--- config.mk ---
export PLATFORM = sky130hd
export DESIGN_NAME = gate_check_seq_flat
export DESIGN_NICKNAME = d
export VERILOG_FILES = /design/src/rtl/gate_check_if.sv /design/src/rtl/gate_check_seq.sv /design/src/flat_wrapper.sv
export SDC_FILE = /design/constraint.sdc
export NUM_CORES = 1
export LEC_CHECK = 0
export ABC_CLOCK_PERIOD_IN_PS = 6300
export CORE_MARGIN = 1
export CORE_UTILIZATION = 55
export CTS_CLUSTER_DIAMETER = 40
export DETAILED_ROUTE_END_ITERATION = 8
export PLACE_DENSITY_LB_ADDON = 0.15
export SLEW_MARGIN = 20
export SYNTH_ARGS = -nofsm -noshare
export SYNTH_HDL_FRONTEND = slang
export SYNTH_SLANG_ARGS = --single-unit
--- constraint.sdc ---
create_clock -name clk -period 6.3 [get_ports clk]
set_input_delay 1.26 -clock clk [delete_from_list [all_inputs] [get_ports clk]]
set_output_delay 1.26 -clock clk [all_outputs]
set_load 0.03 [all_outputs]
--- src/rtl/gate_check_if.sv ---
// Bundle between gate_check_seq and the bench/gate it exercises.
// master starts runs and returns c; slave is the sequencer.
interface gate_check_if;
  logic       start;
  logic [2:0] op;
  logic       a;
  logic       b;
  logic       c;
  logic       busy;
  logic       done;
  logic       pass;
  logic [2:0] err_cnt;
  logic [3:0] fail_vec;
  logic       x_seen;
  logic       op_err;

  modport master (
    output start, op, c,
    input  a, b, busy, done, pass,
    input  err_cnt, fail_vec,
    input  x_seen, op_err
  );

  modport slave (
    input  start, op, c,
    output a, b, busy, done, pass,
    output err_cnt, fail_vec,
    output x_seen, op_err
  );
endinterface

--- src/rtl/gate_check_seq.sv ---
// Walks a 2-input gate through its truth table and scores
// each output against the selected gate function.
module gate_check_seq #(
  parameter int SETTLE = 2
) (
  input logic         clk,
  input logic         rst_n,
  gate_check_if.slave bus
);

  typedef enum logic [1:0] {
    IDLE,
    DRIVE,
    SAMPLE,
    FINISH
  } state_t;

  localparam logic [3:0] CNT_LAST = 4'(SETTLE - 1);

  state_t     state;
  logic [2:0] op_q;
  logic [1:0] vec;
  logic [3:0] cnt;
  logic       exp_c;
  logic       mism;
  logic       c_bad;
  logic [2:0] err_nxt;
  logic       op_ok;

  assign op_ok = (bus.op < 3'd6);

  always_comb begin
    exp_c = 1'b0;
    case (op_q)
      3'd0:    exp_c = bus.a & bus.b;
      3'd1:    exp_c = bus.a | bus.b;
      3'd2:    exp_c = ~(bus.a & bus.b);
      3'd3:    exp_c = ~(bus.a | bus.b);
      3'd4:    exp_c = bus.a ^ bus.b;
      3'd5:    exp_c = ~(bus.a ^ bus.b);
      default: exp_c = 1'b0;
    endcase
  end

  // Case compares so a floating or unknown c is scored as a miss.
  assign c_bad   = (bus.c !== 1'b0) && (bus.c !== 1'b1);
  assign mism    = (bus.c !== exp_c);
  assign err_nxt = bus.err_cnt + {2'b00, mism};

  always_ff @(posedge clk or negedge rst_n) begin
    if (!rst_n) begin
      state        <= IDLE;
      op_q         <= 3'd0;
      vec          <= 2'd0;
      cnt          <= 4'd0;
      bus.a        <= 1'b0;
      bus.b        <= 1'b0;
      bus.busy     <= 1'b0;
      bus.done     <= 1'b0;
      bus.pass     <= 1'b0;
      bus.err_cnt  <= 3'd0;
      bus.fail_vec <= 4'd0;
      bus.x_seen   <= 1'b0;
      bus.op_err   <= 1'b0;
    end else begin
      unique case (state)
        IDLE: begin
          if (bus.start) begin
            bus.busy     <= 1'b1;
            bus.pass     <= 1'b0;
            bus.err_cnt  <= 3'd0;
            bus.fail_vec <= 4'd0;
            bus.x_seen   <= 1'b0;
            if (op_ok) begin
              op_q       <= bus.op;
              vec        <= 2'd0;
              cnt        <= 4'd0;
              bus.a      <= 1'b0;
              bus.b      <= 1'b0;
              bus.op_err <= 1'b0;
              state      <= DRIVE;
            end else begin
              bus.op_err <= 1'b1;
              bus.done   <= 1'b1;
              state      <= FINISH;
            end
          end
        end
        DRIVE: begin
          if (cnt == CNT_LAST) begin
            cnt   <= 4'd0;
            state <= SAMPLE;
          end else begin
            cnt <= cnt + 4'd1;
          end
        end
        SAMPLE: begin
          bus.err_cnt <= err_nxt;
          if (mism) begin
            bus.fail_vec[vec] <= 1'b1;
          end
          if (c_bad) begin
            bus.x_seen <= 1'b1;
          end
          if (vec == 2'd3) begin
            bus.done <= 1'b1;
            bus.pass <= (err_nxt == 3'd0) && !bus.op_err;
            state    <= FINISH;
          end else begin
            vec   <= vec + 2'd1;
            bus.a <= vec[1] ^ (&vec[0]);
            bus.b <= ~vec[0];
            cnt   <= 4'd0;
            state <= DRIVE;
          end
        end
        FINISH: begin
          bus.done <= 1'b0;
          bus.busy <= 1'b0;
          state    <= IDLE;
        end
        default: state <= IDLE;
      endcase
    end
  end

endmodule

--- src/flat_wrapper.sv ---
// flat-port wrapper written by rule: the top's interface ports become plain ports
module gate_check_seq_flat 
#(
  parameter int SETTLE = 2
)
  (clk, rst_n, bus_start, bus_op, bus_c, bus_a, bus_b, bus_busy, bus_done, bus_pass, bus_err_cnt, bus_fail_vec, bus_x_seen, bus_op_err);
  gate_check_if bus_i ();
  input logic clk;
  input logic rst_n;
  input wire logic [$bits(bus_i.start)-1:0] bus_start;
  input wire logic [$bits(bus_i.op)-1:0] bus_op;
  input wire logic [$bits(bus_i.c)-1:0] bus_c;
  output wire logic [$bits(bus_i.a)-1:0] bus_a;
  output wire logic [$bits(bus_i.b)-1:0] bus_b;
  output wire logic [$bits(bus_i.busy)-1:0] bus_busy;
  output wire logic [$bits(bus_i.done)-1:0] bus_done;
  output wire logic [$bits(bus_i.pass)-1:0] bus_pass;
  output wire logic [$bits(bus_i.err_cnt)-1:0] bus_err_cnt;
  output wire logic [$bits(bus_i.fail_vec)-1:0] bus_fail_vec;
  output wire logic [$bits(bus_i.x_seen)-1:0] bus_x_seen;
  output wire logic [$bits(bus_i.op_err)-1:0] bus_op_err;
  assign bus_i.start = bus_start;
  assign bus_i.op = bus_op;
  assign bus_i.c = bus_c;
  assign bus_a = bus_i.a;
  assign bus_b = bus_i.b;
  assign bus_busy = bus_i.busy;
  assign bus_done = bus_i.done;
  assign bus_pass = bus_i.pass;
  assign bus_err_cnt = bus_i.err_cnt;
  assign bus_fail_vec = bus_i.fail_vec;
  assign bus_x_seen = bus_i.x_seen;
  assign bus_op_err = bus_i.op_err;
  gate_check_seq #(.SETTLE(SETTLE)) u_core (.clk(clk), .rst_n(rst_n), .bus(bus_i));
endmodule
Yosys cells after proc, flatten, opt, wreduce, memory -nomap -nowiden
Index checks and enable logic that the tools add are counted.

Memories: 0. Bits in writable memories: 0. Logic and storage cells: 111. Bits in latches: 0. Input port bits: 7. Bits in registers: 25. Bits in read-only memories: 0.

Bitwise gates (word level): 9. Eq/ne operators: 21. Order comparisons: 3. Muxes and demuxes: 40. $mul: 0. Add/sub/neg operators: 3. Shifts and indexed selects: 0. Reduce and logical (&&, ||, !) cells: 22. Divide/modulo/power cells: 0.

Operators with widths (count): two-way mux 4 bit (6); two-way mux 2 bit (7); two-way mux 1 bit (13); case mux 4 bit (3 select lines) (1); AND reduction 3 bit (4); AND reduction 4 bit (3); != test 2 x 1 -> 1 bit (second input constant) (5); case mux 1 bit (2 select lines) (5); case mux 2 bit (4 select lines) (1); case mux 4 bit (2 select lines) (1); AND reduction 2 bit (4); == test 2 bit (second input constant) (3); == test 3 x 2 -> 1 bit (second input constant) (2); == test 3 bit (second input constant) (2); zero test 3 bit (2); != test 2 bit (second input constant) (3); case mux 1 bit (6 select lines) (1); case mux 3 bit (2 select lines) (1); nonzero test 3 bit (2); adder 4 x 1 -> 4 bit (second input constant) (1); == test 4 x 1 -> 1 bit (second input constant) (1); NOT 1 bit (4); bitwise OR 4 bit (1); case mux 2 bit (2 select lines) (1); 19 further kinds (24).

Logic depth before layout (Yosys ltp)
Gate-level depths: netlist of the first run.

Depth after elaboration: 9. Gate-level depth with buffers: 11. Mapped depth without buffers: 11.

Worst setup path after synthesis of the first run
OpenSTA, ideal clock, no wires.

Kind: reg2reg. Start point: reg u_core.bus.b. End point: reg u_core.bus.pass. Data arrival time: 2672 ps. Stages on the path, launching flop included: 11. Period minus slack after synthesis: 2754 ps. Buffers on the path: 0. Setup slack: 3546 ps. Path through: dfrtp_1 -> inv_1 -> ha_1 -> xor2_1 -> nand3b_1 -> o311ai_4 -> xor2_4 -> ha_1 -> ha_1 -> or4_1 -> o21ai_0.

Cells in the longest elaborated chain, start to end: 9.

Ends and longest elaborated chain: start, declared (line gate_check_if.sv:26) `output a, b, busy, done, pass,`; start signal, assigned (line gate_check_seq.sv:112) `bus.b <= ~vec[0];`; XOR 1 bit, or another cell as far along (line gate_check_seq.sv:39, gate_check_seq.sv:40); NOT 1 bit, on equally long branches (line gate_check_seq.sv:40, gate_check_seq.sv:37, gate_check_seq.sv:38); case mux 1 bit (6 select lines) (*) (line gate_check_seq.sv:34) `case (op_q)`; !== test 1 bit (*) (line gate_check_seq.sv:47) `assign mism = (bus.c !== exp_c);`; adder 3 x 1 -> 3 bit (*) (line gate_check_seq.sv:48) `assign err_nxt = bus.err_cnt + {2'b00, mism};`; zero test 3 bit (*) (line gate_check_seq.sv:107) `bus.pass <= (err_nxt == 3'd0) && !bus.op_err;`; logical AND 1 bit (*) (line gate_check_seq.sv:107); two-way mux 1 bit (*) (line gate_check_seq.sv:105) `if (vec == 2'd3) begin`; case mux 1 bit (2 select lines) (*) (line gate_check_seq.sv:66) `unique case (state)`; end signal, assigned (line gate_check_seq.sv:107); end, declared (line gate_check_if.sv:26).

Every way passes the cells marked *; elsewhere a longest branch is shown, timed or not. The select of a mux whose other input is x is not followed. A chain may end at the register's enable or synchronous reset.

Worst setup path after layout of the first run
Start point: in bus_c. End point: reg u_core.bus.pass.

Cells in the longest elaborated chain, start to end: 6.

Ends and longest elaborated chain: start, declared (line flat_wrapper.sv:12) `input wire logic [$bits(bus_i.c)-1:0] bus_c;`; !== test 1 bit (line gate_check_seq.sv:47); adder 3 x 1 -> 3 bit (line gate_check_seq.sv:48); zero test 3 bit (line gate_check_seq.sv:107); logical AND 1 bit (line gate_check_seq.sv:107); two-way mux 1 bit (line gate_check_seq.sv:105); case mux 1 bit (2 select lines) (line gate_check_seq.sv:66).

Every way passes these cells. The select of a mux whose other input is x is not followed.

==> results.toml, run 1 <==
[status]
status = "finished clean"

[timing]
fin_crit_ns = 2.91
worst_pin_slew_ns = 0.554
fmax_ghz = 0.344
drv_slew = 0
relSlewSlack_pct = 63.0
finalHoldViolations = 0
finClkSkew_ns = 0.00157
setup_tns_ns = 0
rsz0062_at_grt = "false"
setup_viol = 0
setup_slack_ns = 3.39
fin_crit_sh_pct = 46.2

[global_route]
grtUsageTotal_pct = 21.6
grt_pass1_vias = 923
grt_max_degree = 24
grt_pass1_wl_mm = 4.01
antenna_found_initial = 0
grt-ovfl-total = 0

[cts]
cts_setup_buffers = 0
cts_root_buf = "clkbuf_4"
htree_levels = 1
ctsResizeCount = 0
hold_buffers = 0
cts_buffer_depth = 2
clkTransAtPathRegs_ns = 0.12
numCtsBuffers = 3
cts_tree = "done"
clk_latency_ns = 0.31
clock_sinks = 23

[die]
chipWidth_um = 49.1
die_h_um = 49.1
initial_core_util_pct = 60.4
core_area_mm2 = 0.00202
die_area_mm2 = 0.00241
rows = 16
io_pins = 21

[placement]
dp_hpwl_mm = 1.74
dpl-instance-area_mm2 = 0.00143
port_buffers = 20
dp_slack_ns = 3.09
place_congestion = 0.801
placed_cells = 160

[finish]
synthToLayoutAreaGrowth_pct = 19.2
final_area_mm2 = 0.00146
layout_commonest_cell = "dfrtp_1"
layout-drive-gt1-share_pct = 7.30
diodes = 0
layoutNonFillerInstCount = 164
layout_common_cells = "dfrtp_1 (23), clkdlybuf4s50_1 (19), o21ai_0 (15)"
final_nets = 154

[critical_path]
r2r-start = "u_core.bus.b"
timing.critical_path.mode_cell = "ha_1"
cp-end-kind = "flop"
start_kind = "input pin"
cp.required_ns = 6.53
reg2reg_slack_ns = 3.53
crit_slowest_cell = "clkdlybuf4s50_1"
reg2regPathDepth = 11
crit_chain = "clkdlybuf4s50_1 > xor2_4 > ha_1 > ha_1 > xor2_1 > or4_1 > o21ai_0"
timing.critical_path.arrival_ns = 3.14
critPathKind = "input pin to flop"
cp_max_fo = 5
r2r-end = "u_core.bus.pass"
cp_slowest_stage_delay_ns = 0.49

[logic_synthesis]
synthTopCellsByArea = "dfrtp_1 (47%), ha_1 (9.2%), o21ai_0 (6.1%)"
yosysWarnings = 0
ys_types = 31
yosysTopAreaCell = "dfrtp_1"
synth_top_area_share_pct = 47.1
synth_seq_area_share_pct = 47.1
syn_avg_cell_area_um2 = 10.3
yosys_register_bits = 23
synth_area_mm2 = 0.00122
syn_inst = 118
synth_fp_nets = 134

[route]
drt_iter0_drc = 18
vias = 948
routedWlPerCell_um = 14.2
routed_wl_mm = 2.33
drtPass1Iterations = 4
final_antenna_net_count = 0
drt-vias-per-instance = 5.78
drc = 0

[power]
switching_share_pct = 45.0
leakagePower_nw = 0.646
cellPowerDensity_mw_per_mm2 = 488
clkPwrFrac_pct = 9.6
ir_worst_vdd_mv = 0.280
pwr-share-seq_pct = 37.8
pwr-share-comb_pct = 52.5
switchingPower_w = 0.000320
intPower_w = 0.000391

[hold_path]
min_to = "u_core.bus.x_seen"
min_delay_path_depth = 1
hold_path.class = "flop to flop"
hp-start = "u_core.bus.x_seen"

[run]
drv_cap = 0
-- logic make-up (layout without fill, tap and decap cells) --
kind of cell	Yosys count	in the layout	synth area share (%)
simple gates	37	37	14.8
compound gates	32	32	19.3
flops	23	23	47.1
buf+inv	11	30	3.59
fa+ha+maj	9	9	9.22
xor+xnor	5	5	5.12
mux	1	1	0.922
-- worst max path at each step --
stage / slack (ns) / to / startpoint / depth (start not counted)
finish: 3.39 / u_core.bus.pass / bus_c / 7
global route: 3.36 / u_core.bus.pass / bus_c / 6
global placement: 3.13 / u_core.bus.pass / bus_c / 6
CTS: 3.42 / u_core.bus.pass / bus_c / 6
detailed placement: 3.09 / u_core.bus.pass / bus_c / 6
floorplan: 3.55 / u_core.bus.pass / u_core.bus.b / 10
-- state kept, by name, indices dropped and copies added, names as in the netlist, 2 cells and up --
register,count
u_core.state,2
u_core.op_q,3
u_core.bus.fail_vec,4
u_core.cnt,4
u_core.bus.err_cnt,3
-- worst max-delay path, delay by kind of cell --
family                     cells  cell delay [ns]
and+or+nand+nor                1             0.40
xor gates and xnor gates       2             0.40
buffers and inverters          1             0.49
AOI/OAI and AO/OA              1             0.17
adders and majority gates      2             0.41
-- power by group through the flow --
stage | Combinational, W | Sequential [W] | Clock [W]
CTS | 0.000376 | 0.000268 | 0.0000705
floorplan | 0.000225 | 0.000305 | 0
finish | 0.000373 | 0.000269 | 0.0000685
detailed placement | 0.000376 | 0.000271 | 0
global placement | 0.000359 | 0.000265 | 0
global route | 0.000410 | 0.000280 | 0.0000748
-- per-layer routing --
metal | wire length, um | global-route usage, %
met4 | 9 | 9.31
met3 | 106 | 3.12
met2 | 1170 | 37.2
met5 | 0 | 0
met1 | 1050 | 26.8
-- cells in the mapped netlist --
library cell  instances
nand3_1               5
xor2_1                2
clkbuf_1              3
nor3_1                1
nor2_1                6
o22a_2                1
o31ai_1               2
ha_1                  9
dfrtp_1              23
o311ai_4              1
mux2_2                1
buf_2                 2
nand2b_1              2
a31oi_1               2
a21oi_2               1
or4_1                 1
o21ai_0              15
xnor2_1               2
a32o_1                4
or3b_1                1
a22oi_1               1
a21oi_1               2
o21bai_1              1
nand2_1              14
o311ai_2              1
nand3b_1              2
nor2b_1               2
xor2_4                1
o22ai_1               1
and2_1                3
inv_1                 6
-- stage by stage --
| stage | util, % | power, W | hold WS (ns) |
|---|---|---|---|
| after global routing | 72.0 | 0.000765 | 0.526 |
| after global placement | 70.9 | 0.000624 | 0.470 |
| final | 72.0 | 0.000710 | 0.505 |
| after detailed placement | 70.9 | 0.000647 | 0.477 |
| after floorplan | - | 0.000529 | 0.466 |
| after CTS | 72.2 | 0.000715 | 0.508 |
-- final cells by class --
type / count / area, um^2
Timing Repair Buffer: 20 / 195
Inverter: 6 / 22.5
Multi-Input combinational cell: 84 / 602
Fill cell: 152 / 567
Sequential cell: 23 / 576
Tap cell: 27 / 33.8
Clock buffer: 4 / 26.3
Power figures use the tool's default switching activity.
==> inputs of run 2 (changes only) <==
--- a/config.mk
+++ b/config.mk
@@ -5,9 +5,10 @@
 export SDC_FILE = /design/constraint.sdc
 export NUM_CORES = 1
 export LEC_CHECK = 0
-export ABC_CLOCK_PERIOD_IN_PS = 6300
+export ABC_CLOCK_PERIOD_IN_PS = 2330
+export CORE_ASPECT_RATIO = 2
 export CORE_MARGIN = 1
-export CORE_UTILIZATION = 55
+export CORE_UTILIZATION = 46
 export CTS_CLUSTER_DIAMETER = 40
 export DETAILED_ROUTE_END_ITERATION = 8
 export PLACE_DENSITY_LB_ADDON = 0.15
==> constraint.sdc (replaced) <==
create_clock -name clk -period 2.33 [get_ports clk]
set_input_delay 0.466 -clock clk [delete_from_list [all_inputs] [get_ports clk]]
set_output_delay 0.466 -clock clk [all_outputs]
set_load 0.03 [all_outputs]
==> results.toml, run 2 (same netlist as run 1, synthesis figures left out) <==
[cts]
cts_buffer_depth = 2
cts_tree = "done"
clkTransAtPathRegs_ns = 0.08
htree_levels = 1
clk_latency_ns = 0.26
hold_buffers = 0
numCtsBuffers = 3
clock_sinks = 23
cts_root_buf = "clkbuf_8"

[timing]
fin_crit_ns = 2.37
worst_pin_slew_ns = 0.564
rsz0062_at_grt = "true"
finalHoldViolations = 0
fin_crit_sh_pct = 102
relSlewSlack_pct = 62.2
drv_slew = 0
fmax_ghz = 0.422
setup_viol = 1
finClkSkew_ns = 0.000730
setup_slack_ns = -0.0389

[die]
die_area_mm2 = 0.00288
initial_core_util_pct = 48.1
rows = 26
die_h_um = 74.9
io_pins = 21
chipWidth_um = 38.4
core_area_mm2 = 0.00254

[global_route]
grt_use_met3_pct = 2.65
grtUsageTotal_pct = 22.1
antenna_found_initial = 0
grt_max_degree = 24
met1_usage_pct = 24.2
grt-ovfl-total = 0
busiest_layer = "met2"
grt_pass1_wl_mm = 4.46
met2_usage_pct = 41.2
grt_pass1_vias = 971

[finish]
final_nets = 167
layout_commonest_cell = "dfrtp_1"
layoutNonFillerInstCount = 178
diodes = 0
top_regs = "u_core.bus.fail_vec (4), u_core.cnt (4)"
synthToLayoutAreaGrowth_pct = 32.6
layout_common_cells = "dfrtp_1 (21), clkdlybuf4s50_1 (20), nand2_1 (14), o21ai_0 (14), buf_4 (13)"
layout-drive-gt1-share_pct = 20.0

[power]
p_total_w = 0.00217
ir_worst_vdd_mv = 0.824
cellPowerDensity_mw_per_mm2 = 1340
leakagePower_nw = 0.714

[critical_path]
critPathKind = "flop to flop"
reg2regPathDepth = 10
cp_max_fo = 3
cp-end-kind = "flop"
timing.critical_path.arrival_ns = 2.57
cp.required_ns = 2.53
start_kind = "flop"

[placement]
placed_cells = 172
dp_hpwl_mm = 2.11
place_congestion = 0.827
port_buffers = 20
dp_slack_ns = -0.104

[route]
drc = 1
routed_wl_mm = 2.72
drt-vias-per-instance = 5.49
drt_iter0_drc = 16
routedWlPerCell_um = 15.3
final_antenna_net_count = 0
vias = 977
drtPass1Iterations = 6

[status]
violations = "design-rule violations, negative setup slack"
status = "finished, violations left"

[run]
drv_cap = 0

[hold_path]
min_delay_path_depth = 1
hold_path.class = "flop to flop"
run 2: cell count changes in the layout (fill, tap and decap cells not counted), sizes merged:
| cell | delta |
|---|---|
| clkbuf | -1 |
| buf | +12 |
| clkdlybuf4s50 | +1 |
| clkinv | +1 |
run 2: layer usage:
metal / share of wire, % / vias up
met5: 0 / -
met4: 1.4 / 0
met3: 1.4 / 4
met2: 59 / 11
met1: 38 / 485
li1: - / 477
run 2: area by class of cell:
class | instances | area (um^2)
Inverter | 6 | 22.5
Timing Repair Buffer | 33 | 298
Clock inverter | 1 | 5.00
Tap cell | 28 | 35.0
Multi-Input combinational cell | 84 | 639
Fill cell | 212 | 918
Clock buffer | 3 | 41.3
Sequential cell | 23 | 578
run 2: final timing paths:
kind	slack, ns	startpoint	endpoint
worst max-delay path	-0.04	u_core.vec[1]	u_core.bus.pass
worst min register to register	0.50	u_core.bus.fail_vec[1]	u_core.bus.fail_vec[1]
worst min-delay path	0.50	u_core.bus.fail_vec[1]	u_core.bus.fail_vec[1]
max in group asynchronous	1.54	rst_n	u_core.bus.b
min in group asynchronous	0.54	rst_n	u_core.op_q[0]
worst max register to register	-0.04	u_core.vec[1]	u_core.bus.pass
run 2: through the flow:
stage	hold WS, ns	cell area, um^2	util (%)	TNS [ns]
final	0.498	1620	63.8	-0.0389
after global routing	0.528	1620	63.8	-0.120
after CTS	0.504	1620	63.8	-0.0437
after detailed placement	0.484	1550	61.0	-0.104
after global placement	0.471	1550	61.0	-0.0475
after floorplan	0.170	1250	-	-0.180
run 2: power breakdown:
part / internal (W) / switching (W) / total (W)
registers: 0.000544 / 0.000183 / 0.000727
clock network: 0.000120 / 0.000133 / 0.000252
logic: 0.000576 / 0.000618 / 0.00119
run 2: repair_timing:
item	in CTS	in global routing
pin swaps	2	0
gates resized for setup	1	0
setup buffers	2	0
setup endpoints to repair	1	1
run 2: worst max-delay path, cell delays in order, from the launching register on:
cell,delay (ns)
dfrtp_2,0.43
inv_2,0.08
ha_4,0.20
xor2_1,0.13
nand3b_1,0.13
o311ai_4,0.13
xor2_4,0.18
ha_4,0.18
ha_4,0.21
or4_1,0.50
o21ai_1,0.12
